## src/rtl/arbitro_memoria_pkg.sv

```systemverilog
// Shared definitions for the two-port memory arbiter: owner encoding and default bus widths.
package arbitro_memoria_pkg;
  localparam int ADDR_W_DEF = 16;
  localparam int DATA_W_DEF = 16;

  typedef enum logic [1:0] {
    OWN_NONE = 2'b00,
    OWN_CPU  = 2'b01,
    OWN_DMA  = 2'b10
  } owner_t;
endpackage

```

## src/rtl/arbitro_memoria_arb_prioridade.sv

```systemverilog
// Combinational winner selection between CPU and DMA: lock qualifier first, then a lone
// requester, then contention resolved by rr_ptr (0 = CPU preferred, 1 = DMA preferred).
module arb_prioridade (
  input  logic cpu_req,
  input  logic dma_req,
  input  logic lock_ok,
  input  logic rr_ptr,
  output logic cpu_win,
  output logic dma_win,
  output logic contended
);
  always_comb begin
    contended = cpu_req & dma_req & ~lock_ok;
    dma_win   = lock_ok | (dma_req & ~cpu_req) | (contended & rr_ptr);
    cpu_win   = ~lock_ok & cpu_req & (~dma_req | ~rr_ptr);
  end
endmodule

```

## src/rtl/arbitro_memoria.sv

```systemverilog
// Two-port arbiter sharing one synchronous memory between CPU and DMA, one access per clock.
// Optional macro ARB_RR_EN: round-robin on contention instead of fixed CPU priority.
module arbitro_memoria
  import arbitro_memoria_pkg::*;
#(
  parameter int ADDR_W   = ADDR_W_DEF,
  parameter int DATA_W   = DATA_W_DEF,
  parameter int MAX_HOLD = 8
) (
  input  logic              clk,
  input  logic              rst,
  input  logic              cpu_req,
  input  logic              cpu_we,
  input  logic [ADDR_W-1:0] cpu_addr,
  input  logic [DATA_W-1:0] cpu_wdata,
  output logic              cpu_gnt,
  output logic              cpu_rvalid,
  input  logic              dma_req,
  input  logic              dma_we,
  input  logic [ADDR_W-1:0] dma_addr,
  input  logic [DATA_W-1:0] dma_wdata,
  input  logic              dma_lock,
  output logic              dma_gnt,
  output logic              dma_rvalid,
  output logic [DATA_W-1:0] rdata,
  output logic [ADDR_W-1:0] mem_addr,
  output logic [DATA_W-1:0] mem_wdata,
  output logic              mem_we,
  input  logic [DATA_W-1:0] mem_q
);
  owner_t     last_owner;
  logic [7:0] hold_cnt;
  logic       rr_ptr;
  logic       lock_ok;
  logic       cpu_win;
  logic       dma_win;
  logic       contended;

  // Lock only extends an existing DMA ownership, and only until hold_cnt saturates.
  assign lock_ok = (last_owner == OWN_DMA) && dma_lock && dma_req
                   && (hold_cnt < 8'(MAX_HOLD));

  arb_prioridade u_prio (
    .cpu_req   (cpu_req),
    .dma_req   (dma_req),
    .lock_ok   (lock_ok),
    .rr_ptr    (rr_ptr),
    .cpu_win   (cpu_win),
    .dma_win   (dma_win),
    .contended (contended)
  );

  assign cpu_gnt = cpu_win & ~rst;
  assign dma_gnt = dma_win & ~rst;
  assign rdata   = mem_q;

  always_comb begin
    mem_addr  = '0;
    mem_wdata = '0;
    mem_we    = 1'b0;
    if (cpu_gnt) begin
      mem_addr  = cpu_addr;
      mem_wdata = cpu_wdata;
      mem_we    = cpu_we;
    end else if (dma_gnt) begin
      mem_addr  = dma_addr;
      mem_wdata = dma_wdata;
      mem_we    = dma_we;
    end
  end

  always_ff @(posedge clk or posedge rst) begin
    if (rst) begin
      last_owner <= OWN_NONE;
      hold_cnt   <= 8'd0;
      cpu_rvalid <= 1'b0;
      dma_rvalid <= 1'b0;
    end else begin
      cpu_rvalid <= cpu_gnt & ~cpu_we;
      dma_rvalid <= dma_gnt & ~dma_we;
      if (cpu_gnt)      last_owner <= OWN_CPU;
      else if (dma_gnt) last_owner <= OWN_DMA;
      else              last_owner <= OWN_NONE;
      // Only locked grants that keep a waiting CPU out count toward the hold limit.
      if (!dma_gnt)                hold_cnt <= 8'd0;
      else if (lock_ok && cpu_req) hold_cnt <= hold_cnt + 8'd1;
    end
  end

`ifdef ARB_RR_EN
  logic rr_ptr_q;
  // Pointer records the loser of the last contended arbitration; it wins next time.
  always_ff @(posedge clk or posedge rst) begin
    if (rst)            rr_ptr_q <= 1'b0;
    else if (contended) rr_ptr_q <= cpu_win;
  end
  assign rr_ptr = rr_ptr_q;
`else
  assign rr_ptr = 1'b0;
`endif
endmodule

```

## config.mk

```make
export PLATFORM = sky130hd
export DESIGN_NAME = arbitro_memoria
export DESIGN_NICKNAME = d
export VERILOG_FILES = /design/src/rtl/arbitro_memoria_pkg.sv /design/src/rtl/arbitro_memoria_arb_prioridade.sv /design/src/rtl/arbitro_memoria.sv
export SDC_FILE = /design/constraint.sdc
export NUM_CORES = 1
export LEC_CHECK = 0
export ABC_AREA = 1
export CORE_MARGIN = 5
export CORE_UTILIZATION = 24
export CTS_CLUSTER_DIAMETER = 150
export DETAILED_ROUTE_END_ITERATION = 12
export PLACE_DENSITY_LB_ADDON = 0.15
export SLEW_MARGIN = 20
export SYNTH_ARGS = -nofsm -noshare
export SYNTH_HDL_FRONTEND = slang
export SYNTH_SLANG_ARGS = --single-unit
```

## constraint.sdc

```tcl
create_clock -name clk -period 1.1 [get_ports clk]
set_input_delay 0.11 -clock clk [delete_from_list [all_inputs] [get_ports clk]]
set_output_delay 0.11 -clock clk [all_outputs]
set_load 0.01 [all_outputs]
```

== Word-level counts from Yosys, hierarchy flattened ==
Index checks and enable logic that the tools add are counted.

* Equal/unequal tests: 2
* Bitwise operators: 12
* Muxes and demuxes: 10
* Add/sub/neg operators: 1
* Reductions and logical operators: 4
* Magnitude comparators: 1

{| class="wikitable"
|+ Operators with widths
! operator !! count
|-
| $mux 16 || 4
|-
| $mux 8 || 2
|-
| $add 8x1->8 const B || 1
|-
| $lt 8x4->1 const B || 1
|-
| $and 1x1->1 || 6
|-
| $not 1->1 || 5
|-
| $logic_and 1x1->1 || 4
|-
| $mux 2 || 2
|-
| $eq 2x2->1 const B || 1
|-
| $mux 1 || 2
|-
| $ne 2x1->1 const B || 1
|-
| $or 1x1->1 || 1
|}

* Input bits: 87
* Logic and storage cells: 34
* Bits in registers: 12

== Longest topological paths before layout ==
Gate-level depths: netlist (run 1).

* Depth after elaboration: 8
* Depth in mapped cells: 8
* Gate-level depth less buffers: 7

== Modules after synthesis ==
Synthesis (run 1) repeated with hierarchy kept, for this count alone.

* Cell total of the unflattened synthesis: 128
* Area total of the unflattened synthesis: 1088.5 µm²

{| class="wikitable"
|+ By module, submodules not included
! module !! area each (µm²) !! times used !! cells each !! sequential area each (µm²)
|-
| arbitro_memoria || 1049.8 || 1 || 118 || 300.3
|-
| arb_prioridade || 38.8 || 1 || 10 || 0.0
|}

== Worst setup path after synthesis (run 1) ==
OpenSTA, ideal clock, no wires.

* Path type: flip-flop to output port
* Start: register hold_cnt[4]
* End: output port mem_wdata[10]
* Cell stages (with the launch flop): 9
* Buffers on the path: 1
* Path slack: -123 ps
* Arrival: 1113 ps
* Path through: dfrtp_1 -> inv_1 -> nand2_1 -> nor2_1 -> nand3_1 -> nand2_2 -> buf_4 -> nand3_1 -> nand2_1

* Longest elaborated chain between the ends: 6
* Elaborated cells on any way between the ends: 9
* Those cells by class: order compare (1); mux (2); bitwise (5); reduce/logical (1)

{| class="wikitable"
|+ Ends and longest elaborated chain
! element !! line !! source
|-
| from (decl) || arbitro_memoria.sv:32 || <nowiki>logic [7:0] hold_cnt;</nowiki>
|-
| from (signal assigned) || arbitro_memoria.sv:86 || <nowiki>else if (lock_ok && cpu_req) hold_cnt <= hold_cnt + 8'd1;</nowiki>
|-
| $lt 8x4->1 (*) || arbitro_memoria.sv:41 || <nowiki>&& (hold_cnt < 8'(MAX_HOLD));</nowiki>
|-
| $logic_and 1x1->1 (*) || arbitro_memoria.sv:41 ||
|-
| $or 1x1->1 / $not 1->1 (equally long branches) || arbitro_memoria_arb_prioridade.sv:14, arbitro_memoria_arb_prioridade.sv:15 ||
|-
| $and 1x1->1 (on tied branches) || arbitro_memoria.sv:54, arbitro_memoria_arb_prioridade.sv:15 ||
|-
| $mux 16 / $and 1x1->1 (equally long branches) || arbitro_memoria.sv:65, arbitro_memoria.sv:53 ||
|-
| $mux 16 (*) || arbitro_memoria.sv:61 || <nowiki>if (cpu_gnt) begin</nowiki>
|-
| to (decl) || arbitro_memoria.sv:27 || <nowiki>output logic [DATA_W-1:0] mem_wdata,</nowiki>
|}

Mark *: on every way between the ends. The rest lies on a longest branch, timed or not.

== Worst setup path in the final report (run 1) ==
* Start: register hold_cnt[6]
* End: output port mem_addr[9]

* Longest elaborated chain between the ends: 6
* Elaborated cells on any way between the ends: 9
* Those cells by class: order compare (1); mux (2); bitwise (5); reduce/logical (1)

{| class="wikitable"
|+ Ends and longest elaborated chain
! element !! line !! source
|-
| $lt 8x4->1 (*) || arbitro_memoria.sv:41 ||
|-
| $logic_and 1x1->1 (*) || arbitro_memoria.sv:41 ||
|-
| $or 1x1->1 / $not 1->1 (equally long branches) || arbitro_memoria_arb_prioridade.sv:14, arbitro_memoria_arb_prioridade.sv:15 ||
|-
| $and 1x1->1 (on tied branches) || arbitro_memoria.sv:54, arbitro_memoria_arb_prioridade.sv:15 ||
|-
| $mux 16 / $and 1x1->1 (equally long branches) || arbitro_memoria.sv:65, arbitro_memoria.sv:53 ||
|-
| $mux 16 (*) || arbitro_memoria.sv:61 ||
|-
| to (decl) || arbitro_memoria.sv:26 || <nowiki>output logic [ADDR_W-1:0] mem_addr,</nowiki>
|}

Marked as above.

==> results of run 1 <==
sequential cells by signal (all words and copies together), names as in the netlist:
| name | cells |
|---|---|
| hold_cnt | 8 |
| cpu_rvalid | 1 |
| last_owner | 2 |
| dma_rvalid | 1 |
kinds of logic (layout without fill, tap and decap cells):
logic type,Yosys count,in the layout,share of synthesized area (%)
adders and majority gates,1,1,1.063
and+or+nand+nor,134,134,51.54
DFF,12,12,25.50
xor gates and xnor gates,1,1,0.7440
buffers and inverters,38,154,20.72
AOI/OAI and AO/OA,1,1,0.4247
repair_timing:
| item | 4_1_cts | 5_1_grt |
|---|---|---|
| endpoints found under the setup margin | 48 | 47 |
| pin swaps | 19 | 16 |
| setup buffers | 8 | 1 |
| gates cloned | 5 | 0 |
| resized for setup | 207 | 28 |
path summary, 6_finish.rpt:
kind                                          from                 endpoint  slack, ns  cells past startpoint
setup / recovery           hold_cnt[6]$_DFFE_PP0P_              mem_addr[9]      -0.63                     11
hold / removal                            mem_q[4]                 rdata[4]       0.22                      0
setup reg to reg           hold_cnt[6]$_DFFE_PP0P_  hold_cnt[3]$_DFFE_PP0P_      -0.33                     10
hold reg to reg            hold_cnt[0]$_DFFE_PP0P_  hold_cnt[0]$_DFFE_PP0P_       0.52                      2
max in group asynchronous                      rst     dma_rvalid$_DFF_PP0_       0.39                      5
min in group asynchronous                      rst     cpu_rvalid$_DFF_PP0_       0.41                      4
worst max-delay path, stage by stage, from the launching register on:
cell and delay, ns:
dfrtp_1 0.39, inv_2 0.06, nand2_1 0.04, nor2_1 0.15, nand3_2 0.08, nand2_2 0.09
buf_6 0.14, buf_12 0.12, buf_6 0.09, nand3_2 0.05, nand2_2 0.06, buf_6 0.10
synthesized netlist by cell type:
library cell  count  area, sq um
buf_8             1        15.01
nand2_1          69        259.0
nor2_1           11        41.29
buf_2             3        15.01
nor2_2            1        6.260
xor2_1            1        8.760
nand3_2           1        10.01
buf_4            19        142.6
nand2_2          10        62.56
ha_1              1        12.51
nor4_1            1        6.260
dfrtp_1          12        300.3
buf_6             2        22.52
a21oi_1           1        5.000
inv_1            12        45.04
nor3_4            1        16.27
nand3_1          36        180.2
nand4_1           4        25.02
clkbuf_1          1        3.750
metal layers:
| layer | up-vias | routed length [microns] | track usage [%] |
|---|---|---|---|
| met2 | 68 | 2804 | 29.22 |
| met1 | 726 | 1896 | 17.30 |
| li1 | 812 | - | - |
| met5 | - | 0 | 0 |
| met4 | 0 | 85 | 5.236 |
| met3 | 7 | 428 | 3.612 |
report_power, final:
part	switching, mW	internal (mW)	total, mW
clock	0.183	0.317	0.501
combinational	0.377	0.562	0.940
sequential	0.00462	0.450	0.455
placed cells by master (no fill, tap or decap):
cell	instances
nand4_1	4
buf_12	4
clkbuf_8	4
nor4_1	1
nand3_1	18
a21oi_2	1
ha_1	1
clkdlybuf4s50_1	70
nor3_4	1
nand2_1	20
nor2_1	9
nand3_2	19
inv_1	8
buf_4	16
nand2_2	35
inv_2	4
buf_6	37
nor2_4	2
xor2_1	1
buf_16	5
dlygate4sd2_1	2
nand2_4	24
buf_2	4
dfrtp_1	12
nor2_2	1
per-stage QoR:
stage	power (mW)	setup slack (ns)
2_1_floorplan	0.7907	-0.1062
3_5_place_dp	1.232	-0.9077
5_1_grt	1.994	-0.7735
4_1_cts	1.874	-0.6127
3_3_place_gp	1.225	-0.8790
6_report	1.896	-0.6346
cell type report:
class,instances,area [sq um]
inverters,12,45.04
multi-input cells,137,984.7
flip-flops and latches,12,300.3
clock buffers,4,55.05
well taps,67,83.83
fillers,436,1793
repair buffers,138,1493
==> impl_metrics.env, run 1 <==
export IMPL_grt_pass1_vias=1614
export IMPL_cts_inserted_buffers=3
export IMPL_fin_util_pct=62.29
export IMPL_wire_per_inst_microns=14.09
export IMPL_hold_ws_ns=0.2200
export IMPL_maxSlewViolCount=0
export IMPL_fmax_ghz=0.5765
export IMPL_io_pins=140
export IMPL_layout_cells_non_filler=370
export IMPL_power_density_mw_per_mm2=640.1
export IMPL_dieArea_sq_mm=0.006406
export IMPL_crit_path_max_fanout=7
export IMPL_drc=0
export IMPL_portBuffers=107
export IMPL_hold_class="input pin to output port"
export IMPL_num_antenna_cells=0
export IMPL_ys_warn_count=0
export IMPL_netlist_area_sq_mm=0.001177
export IMPL_violations="setup timing"
export IMPL_max_cap_viol_count=0
export IMPL_end_kind="output port"
export IMPL_clockBufferDepth=2
export IMPL_tns_ns=-22.85
export IMPL_areaGrowthSynthToFinish_pct=151.5
export IMPL_initial_core_util_pct=24.76
export IMPL_max_slew_margin_pct=85.52
export IMPL_htree_levels=1
export IMPL_vias_per_cell=4.359
export IMPL_grt_start_max_net_pins=22
export IMPL_rsz0062_at_grt="yes"
export IMPL_drive_gt1_share_pct=51.82
export IMPL_cts_hold_buf=0
export IMPL_criticalPathCategory="register to output port"
export IMPL_drt_total_wl_microns=5214
export IMPL_skew_ns=0.001645
export IMPL_start_kind="register"
export IMPL_finalCriticalPeriod_ns=1.735
export IMPL_placed_area_sq_mm=0.002469
export IMPL_dr_pass1_iters=3
export IMPL_synth_seq_cells=12
export IMPL_synthesis_nets=275
export IMPL_grt_pass1_wl_microns=7797
export IMPL_synth_cells=187
export IMPL_ir_drop_uv=500.2
export IMPL_vias=1613
export IMPL_antenna_found_initial=0
export IMPL_crit_arrival_ns=1.62
export IMPL_design_area_sq_mm=0.002962
export IMPL_grt_ovfl_total=0
export IMPL_worstPathRequired_ns=0.99
export IMPL_seq_area_frac_synth_pct=25.50
export IMPL_setup_ws_ns=-0.6346
export IMPL_tightest_slew_ns=0.2151
export IMPL_status="complete, but fails checks"
export IMPL_place_hpwl_microns=3853
export IMPL_tritoncts="built"
export IMPL_drtIter0Drc=25
export IMPL_leakage_nw=1.496
export IMPL_rows=25
export IMPL_synth_distinct_cells=19
export IMPL_finalHoldViolations=0
export IMPL_insertion_delay_ns=0.25
export IMPL_gpl_final_weighted_congestion=0.7895
export IMPL_die_width_microns=80.04
export IMPL_setup_viol_count_final=46
export IMPL_clk_pin_slew_ns=0.06
export IMPL_nNetsFinal=392
export IMPL_dieHeight_microns=80.04
export IMPL_clock_sinks=12
export IMPL_coreArea_sq_mm=0.004755
export IMPL_placed_cells=353
export IMPL_antenna_left=0
export IMPL_postSynthAreaPerCell_sq_um=6.296
export IMPL_final_period_utilization_pct=157.7
export IMPL_grt_util_all_layers_pct=15.71
export IMPL_root_buffer="clkbuf_8"
(Power assumes the default switching activity.)
==> run 2: changes to the inputs <==
--- a/config.mk
+++ b/config.mk
@@ -6,8 +6,10 @@
 export NUM_CORES = 1
 export LEC_CHECK = 0
 export ABC_AREA = 1
+export CELL_PAD_IN_SITES_DETAIL_PLACEMENT = 1
+export CELL_PAD_IN_SITES_GLOBAL_PLACEMENT = 1
 export CORE_MARGIN = 5
-export CORE_UTILIZATION = 24
+export CORE_UTILIZATION = 14
 export CTS_CLUSTER_DIAMETER = 150
 export DETAILED_ROUTE_END_ITERATION = 12
 export PLACE_DENSITY_LB_ADDON = 0.15
==> run 2 against run 1 <==
Non-clock buffer count increased by 3; worst hold slack got worse by 0.18 ns; power up 2.4%; sequential power about the same; register-to-register slack worse by 0.15 ns; the run still ends with setup timing left; sequential share of layout area shrank 0.35 points; worst setup slack worse by 0.033 ns; clock-buffer cell count stayed put; largest cell class unchanged; combinational power increased by 5.4%.
==> impl_metrics.env, run 2 (synthesis gave the netlist of run 1 again) <==
export IMPL_place_hpwl_microns=4269
export IMPL_clockBufferDepth=2
export IMPL_end_kind="output port"
export IMPL_r2r_start="last_owner[0]$_DFF_PP0_"
export IMPL_tns_ns=-23.80
export IMPL_antenna_left=0
export IMPL_rows=33
export IMPL_total_power_mw=1.941
export IMPL_num_antenna_cells=0
export IMPL_clk_pin_slew_ns=0.06
export IMPL_ir_drop_uv=819.2
export IMPL_path_cells="inv_2, nand2_1, nor2_1, nand3_1, nand2_4, buf_12, buf_12, buf_4, nand3_2, nand2_2, buf_6"
export IMPL_dieHeight_microns=101.7
export IMPL_setup_ws_ns=-0.6674
export IMPL_grt_pass1_vias=1807
export IMPL_gpl_final_weighted_congestion=0.7311
export IMPL_dieArea_sq_mm=0.01034
export IMPL_initial_core_util_pct=14.33
export IMPL_largest_reg_flops=8
export IMPL_max_cap_viol_count=0
export IMPL_register_area_sq_um=300.3
export IMPL_wire_per_inst_microns=14.97
export IMPL_cp_slowest_cell="dfrtp_1"
export IMPL_reg_top3="hold_cnt x8, last_owner x2"
export IMPL_clock_sinks=12
export IMPL_setup_viol_count_final=42
export IMPL_insertion_delay_ns=0.24
export IMPL_crit_arrival_ns=1.66
export IMPL_coreArea_sq_mm=0.008217
export IMPL_tightest_slew_ns=0.2676
export IMPL_finalCriticalPeriod_ns=1.767
export IMPL_htree_levels=1
export IMPL_grt_start_max_net_pins=23
export IMPL_nNetsFinal=395
export IMPL_cts_hold_buf=0
export IMPL_io_pins=140
export IMPL_crit_path_max_fanout=6
export IMPL_tritoncts="built"
export IMPL_grt_pass1_wl_microns=9342
export IMPL_leakage_nw=1.464
export IMPL_power_density_mw_per_mm2=632.6
export IMPL_drtIter0Drc=19
export IMPL_regMostFlops="hold_cnt"
export IMPL_skew_ns=0.0006296
export IMPL_drt_total_wl_microns=6152
export IMPL_portBuffers=107
export IMPL_grt_ovfl_total=0
export IMPL_crit_start="last_owner[0]$_DFF_PP0_"
export IMPL_status="complete, but fails checks"
export IMPL_drive_gt1_share_pct=54.25
export IMPL_maxSlewViolCount=0
export IMPL_dr_pass1_iters=4
export IMPL_vias_per_cell=3.998
export IMPL_cp_common_cell="buf_12"
export IMPL_fillCellCount=944
export IMPL_multiInputGateArea_sq_um=970.9
export IMPL_rsz0062_at_grt="yes"
export IMPL_violations="setup timing"
export IMPL_final_period_utilization_pct=160.7
export IMPL_drc=0
export IMPL_grt_util_all_layers_pct=11.42
export IMPL_layout_common_cells="69 x clkdlybuf4s50_1, 43 x nand2_2, 43 x buf_6, 25 x nand3_2, 21 x nand2_1"
export IMPL_slowest_delay_ns=0.37
export IMPL_fin_util_pct=37.34
export IMPL_finalHoldViolations=0
export IMPL_criticalPathCategory="register to output port"
export IMPL_fmax_ghz=0.5658
export IMPL_die_width_microns=101.7
export IMPL_hold_ws_ns=0.03824
export IMPL_start_kind="register"
export IMPL_max_slew_margin_pct=82.13
export IMPL_worstPathRequired_ns=0.99
export IMPL_hold_class="input pin to async pin"
export IMPL_final_common_cell="clkdlybuf4s50_1"
export IMPL_cts_inserted_buffers=3
export IMPL_antenna_found_initial=0
export IMPL_areaGrowthSynthToFinish_pct=160.6
export IMPL_vias=1643
export IMPL_root_buffer="clkbuf_8"
## run 2: worst paths after layout
kind                                           end  slack (ns)  cells past startpoint
min in group clk              cpu_rvalid$_DFF_PP0_        0.22                      2
max in group asynchronous     dma_rvalid$_DFF_PP0_        0.73                      4
hold / removal                cpu_rvalid$_DFF_PP0_        0.04                      3
hold reg to reg            hold_cnt[0]$_DFFE_PP0P_        0.52                      2
setup reg to reg           hold_cnt[1]$_DFFE_PP0P_       -0.48                     12
setup / recovery                      mem_addr[13]       -0.67                     11
## run 2: layer usage
| layer | GRT usage [%] | vias to the layer above | wire length (microns) |
|---|---|---|---|
| met2 | 20.72 | 57 | 3162 |
| met1 | 14.19 | 763 | 2502 |
| met4 | 1.738 | 0 | 46 |
| li1 | - | 817 | - |
| met5 | 0 | - | 0 |
| met3 | 2.204 | 6 | 440 |
## run 2: report_power, final
group	internal, mW	switching [mW]	total, mW
registers	0.450	0.00449	0.455
logic	0.593	0.397	0.991
clock network	0.317	0.179	0.495
total	1.36	0.580	1.94
## run 2: metrics by stage
stage | worst slack, ns | instances | area (sq um)
after floorplan | -0.1062 | 187 | 1340
after global placement | -0.9154 | 387 | 2486
after detailed placement | -0.9407 | 387 | 2486
after CTS | -0.7007 | 409 | 2964
after global routing | -0.7446 | 411 | 3068
final | -0.6674 | 411 | 3068
## run 2: repair_timing
item                       4_1_cts  5_1_grt
resized for setup              220       28
setup endpoints to repair       48       47
setup buffers                   13        5
pin swaps                       21       18
cloned                           5        0
## run 2: final cells by class
cell class	instances	area share (%)
timing repair buffer	141	51.02
multi-input combinational	137	31.65
sequential	12	9.788
tap	105	4.282
clock buffer	4	1.794
inverter	12	1.468
## run 2: critical path: cells and delay by family (launching register included)
kind / cells / cell delay (ns)
AND/OR/NAND/NOR: 6 / 0.55
buffers and inverters: 5 / 0.50
flip-flops: 1 / 0.37
==> run 3: changes to the inputs <==
--- a/config.mk
+++ b/config.mk
@@ -12,6 +12,7 @@
 export CORE_UTILIZATION = 14
 export CTS_CLUSTER_DIAMETER = 150
 export DETAILED_ROUTE_END_ITERATION = 12
+export HOLD_SLACK_MARGIN = 0.1
 export PLACE_DENSITY_LB_ADDON = 0.15
 export SLEW_MARGIN = 20
 export SYNTH_ARGS = -nofsm -noshare
==> run 3 against run 2 <==
The flow still finishes with violations (setup timing); combinational power is essentially flat; die area is the same; final cell count grew 0.24%; critical path depth is the same; clock skew is essentially flat; routed wire length grew 0.15%; fmax grew 0.17%; clock power is essentially flat; non-clock buffer count grew 1; power is essentially flat; largest cell class unchanged.
==> impl_metrics.env, run 3 (synthesis gave the netlist of run 1 again) <==
export IMPL_io_pins=140
export IMPL_antenna_left=0
export IMPL_ir_drop_uv=817.9
export IMPL_dr_pass1_iters=4
export IMPL_die_width_microns=101.7
export IMPL_grt_pass1_vias=1807
export IMPL_cp_top_family="simple AND/OR/NAND/NOR gates"
export IMPL_drtIter0Drc=13
export IMPL_start_kind="register"
export IMPL_num_antenna_cells=0
export IMPL_criticalPathCategory="register to output port"
export IMPL_initial_core_util_pct=14.33
export IMPL_grt_start_max_net_pins=23
export IMPL_cp_common_cell="buf_12"
export IMPL_dieArea_sq_mm=0.01034
export IMPL_crit_arrival_ns=1.65
export IMPL_layout_common_cells="69 x clkdlybuf4s50_1, 43 x nand2_2, 43 x buf_6, 25 x nand3_2, 21 x nand2_1"
export IMPL_max_cap_viol_count=0
export IMPL_total_power_mw=1.942
export IMPL_cts_inserted_buffers=3
export IMPL_placed_cells=387
export IMPL_final_common_cell="clkdlybuf4s50_1"
export IMPL_rows=33
export IMPL_place_hpwl_microns=4269
export IMPL_insertion_delay_ns=0.24
export IMPL_cp_num_buf_inv=5
export IMPL_vias_per_cell=4.007
export IMPL_fmax_ghz=0.5667
export IMPL_clk_pin_slew_ns=0.06
export IMPL_hold_class="input pin to async pin"
export IMPL_layout_cells_non_filler=412
export IMPL_setup_ws_ns=-0.6645
export IMPL_root_buffer="clkbuf_8"
export IMPL_tns_ns=-23.64
export IMPL_power_density_mw_per_mm2=631.0
export IMPL_rsz0062_at_grt="yes"
export IMPL_largest_reg_flops=8
export IMPL_end_kind="output port"
export IMPL_regMostFlops="hold_cnt"
export IMPL_status="complete, but fails checks"
export IMPL_vias=1651
export IMPL_path_cells="inv_2, nand2_1, nor2_1, nand3_1, nand2_4, buf_12, buf_12, buf_4, nand3_2, nand2_2, buf_6"
export IMPL_areaGrowthSynthToFinish_pct=161.4
export IMPL_drt_total_wl_microns=6161
export IMPL_wire_per_inst_microns=14.95
export IMPL_gpl_final_weighted_congestion=0.7311
export IMPL_grt_pass1_wl_microns=9342
export IMPL_worstPathRequired_ns=0.99
export IMPL_final_period_utilization_pct=160.4
export IMPL_drc=0
export IMPL_leakage_nw=1.468
export IMPL_finalCriticalPeriod_ns=1.764
export IMPL_tritoncts="built"
export IMPL_portBuffers=107
export IMPL_grt_ovfl_total=0
export IMPL_tightest_slew_ns=0.2669
export IMPL_place_ws_ns=-0.9407
export IMPL_grt_util_all_layers_pct=11.42
export IMPL_htree_levels=1
export IMPL_crit_path_max_fanout=6
export IMPL_fin_util_pct=37.46
export IMPL_violations="setup timing"
export IMPL_maxSlewViolCount=0
export IMPL_drive_gt1_share_pct=54.07
export IMPL_slowest_delay_ns=0.37
export IMPL_cp_slowest_cell="dfrtp_1"
export IMPL_setup_viol_count_final=42
export IMPL_coreArea_sq_mm=0.008217
export IMPL_fillCellCount=944
export IMPL_reg_top3="hold_cnt x8, last_owner x2"
export IMPL_finalHoldViolations=0
export IMPL_clockBufferDepth=2
export IMPL_clock_sinks=12
export IMPL_max_slew_margin_pct=82.18
export IMPL_skew_ns=0.0006288
export IMPL_nNetsFinal=396
export IMPL_antenna_found_initial=0
export IMPL_dieHeight_microns=101.7
## run 3: power by group
part / internal, mW / switching [mW] / leakage [nW]
combinational: 0.596 / 0.397 / 1.27
clock: 0.317 / 0.178 / 0.0288
sequential: 0.450 / 0.00445 / 0.165
total: 1.36 / 0.579 / 1.47
## run 3: final cells by class
class	count	area (sq um)	share of cell area [%]
tap	105	131.4	4.268
sequential	12	300.3	9.756
inverter	12	45.04	1.463
clock buffer	4	55.05	1.789
timing repair buffer	142	1575	51.18
multi-input combinational	137	970.9	31.54
## run 3: worst paths after layout
kind / end / slack (ns) / start / cells after the start
max in group asynchronous: hold_cnt[2]$_DFFE_PP0P_ / 0.33 / rst / 4
worst min-delay path: hold_cnt[0]$_DFFE_PP0P_ / 0.22 / rst / 4
worst max-delay path: mem_addr[13] / -0.66 / last_owner[0]$_DFF_PP0_ / 11
worst min register to register: hold_cnt[0]$_DFFE_PP0P_ / 0.52 / hold_cnt[0]$_DFFE_PP0P_ / 2
min in group clk: cpu_rvalid$_DFF_PP0_ / 0.22 / rst / 2
worst max register to register: hold_cnt[1]$_DFFE_PP0P_ / -0.47 / last_owner[0]$_DFF_PP0_ / 12
## run 3: worst reg2reg max path, delay by kind of cell (launching register included)
kind                   cells  cell delay (ns)
buffers and inverters      6             0.57
flip-flops                 1             0.37
AND/OR/NAND/NOR            6             0.56
## run 3: metrics by stage
stage	area [sq um]	hold WS, ns
floorplan	1340	0.1258
global placement	2486	0.2201
detailed placement	2486	0.2201
CTS	2964	0.2201
global route	3078	0.2200
finish	3078	0.2187
## run 3: per-layer routing
metal	global-route usage [%]	share of wire, %
met5	0	0
met2	20.72	52
met1	14.19	39
met4	1.738	0.75
met3	2.204	8.3
## run 3: repair_timing
action	CTS	global route
gates resized for setup	220	28
hold buffers	0	1
cloned	5	0
buffers inserted	13	5
hold endpoints to repair	0	2
endpoints found under the setup margin	48	47
pin swaps	21	18
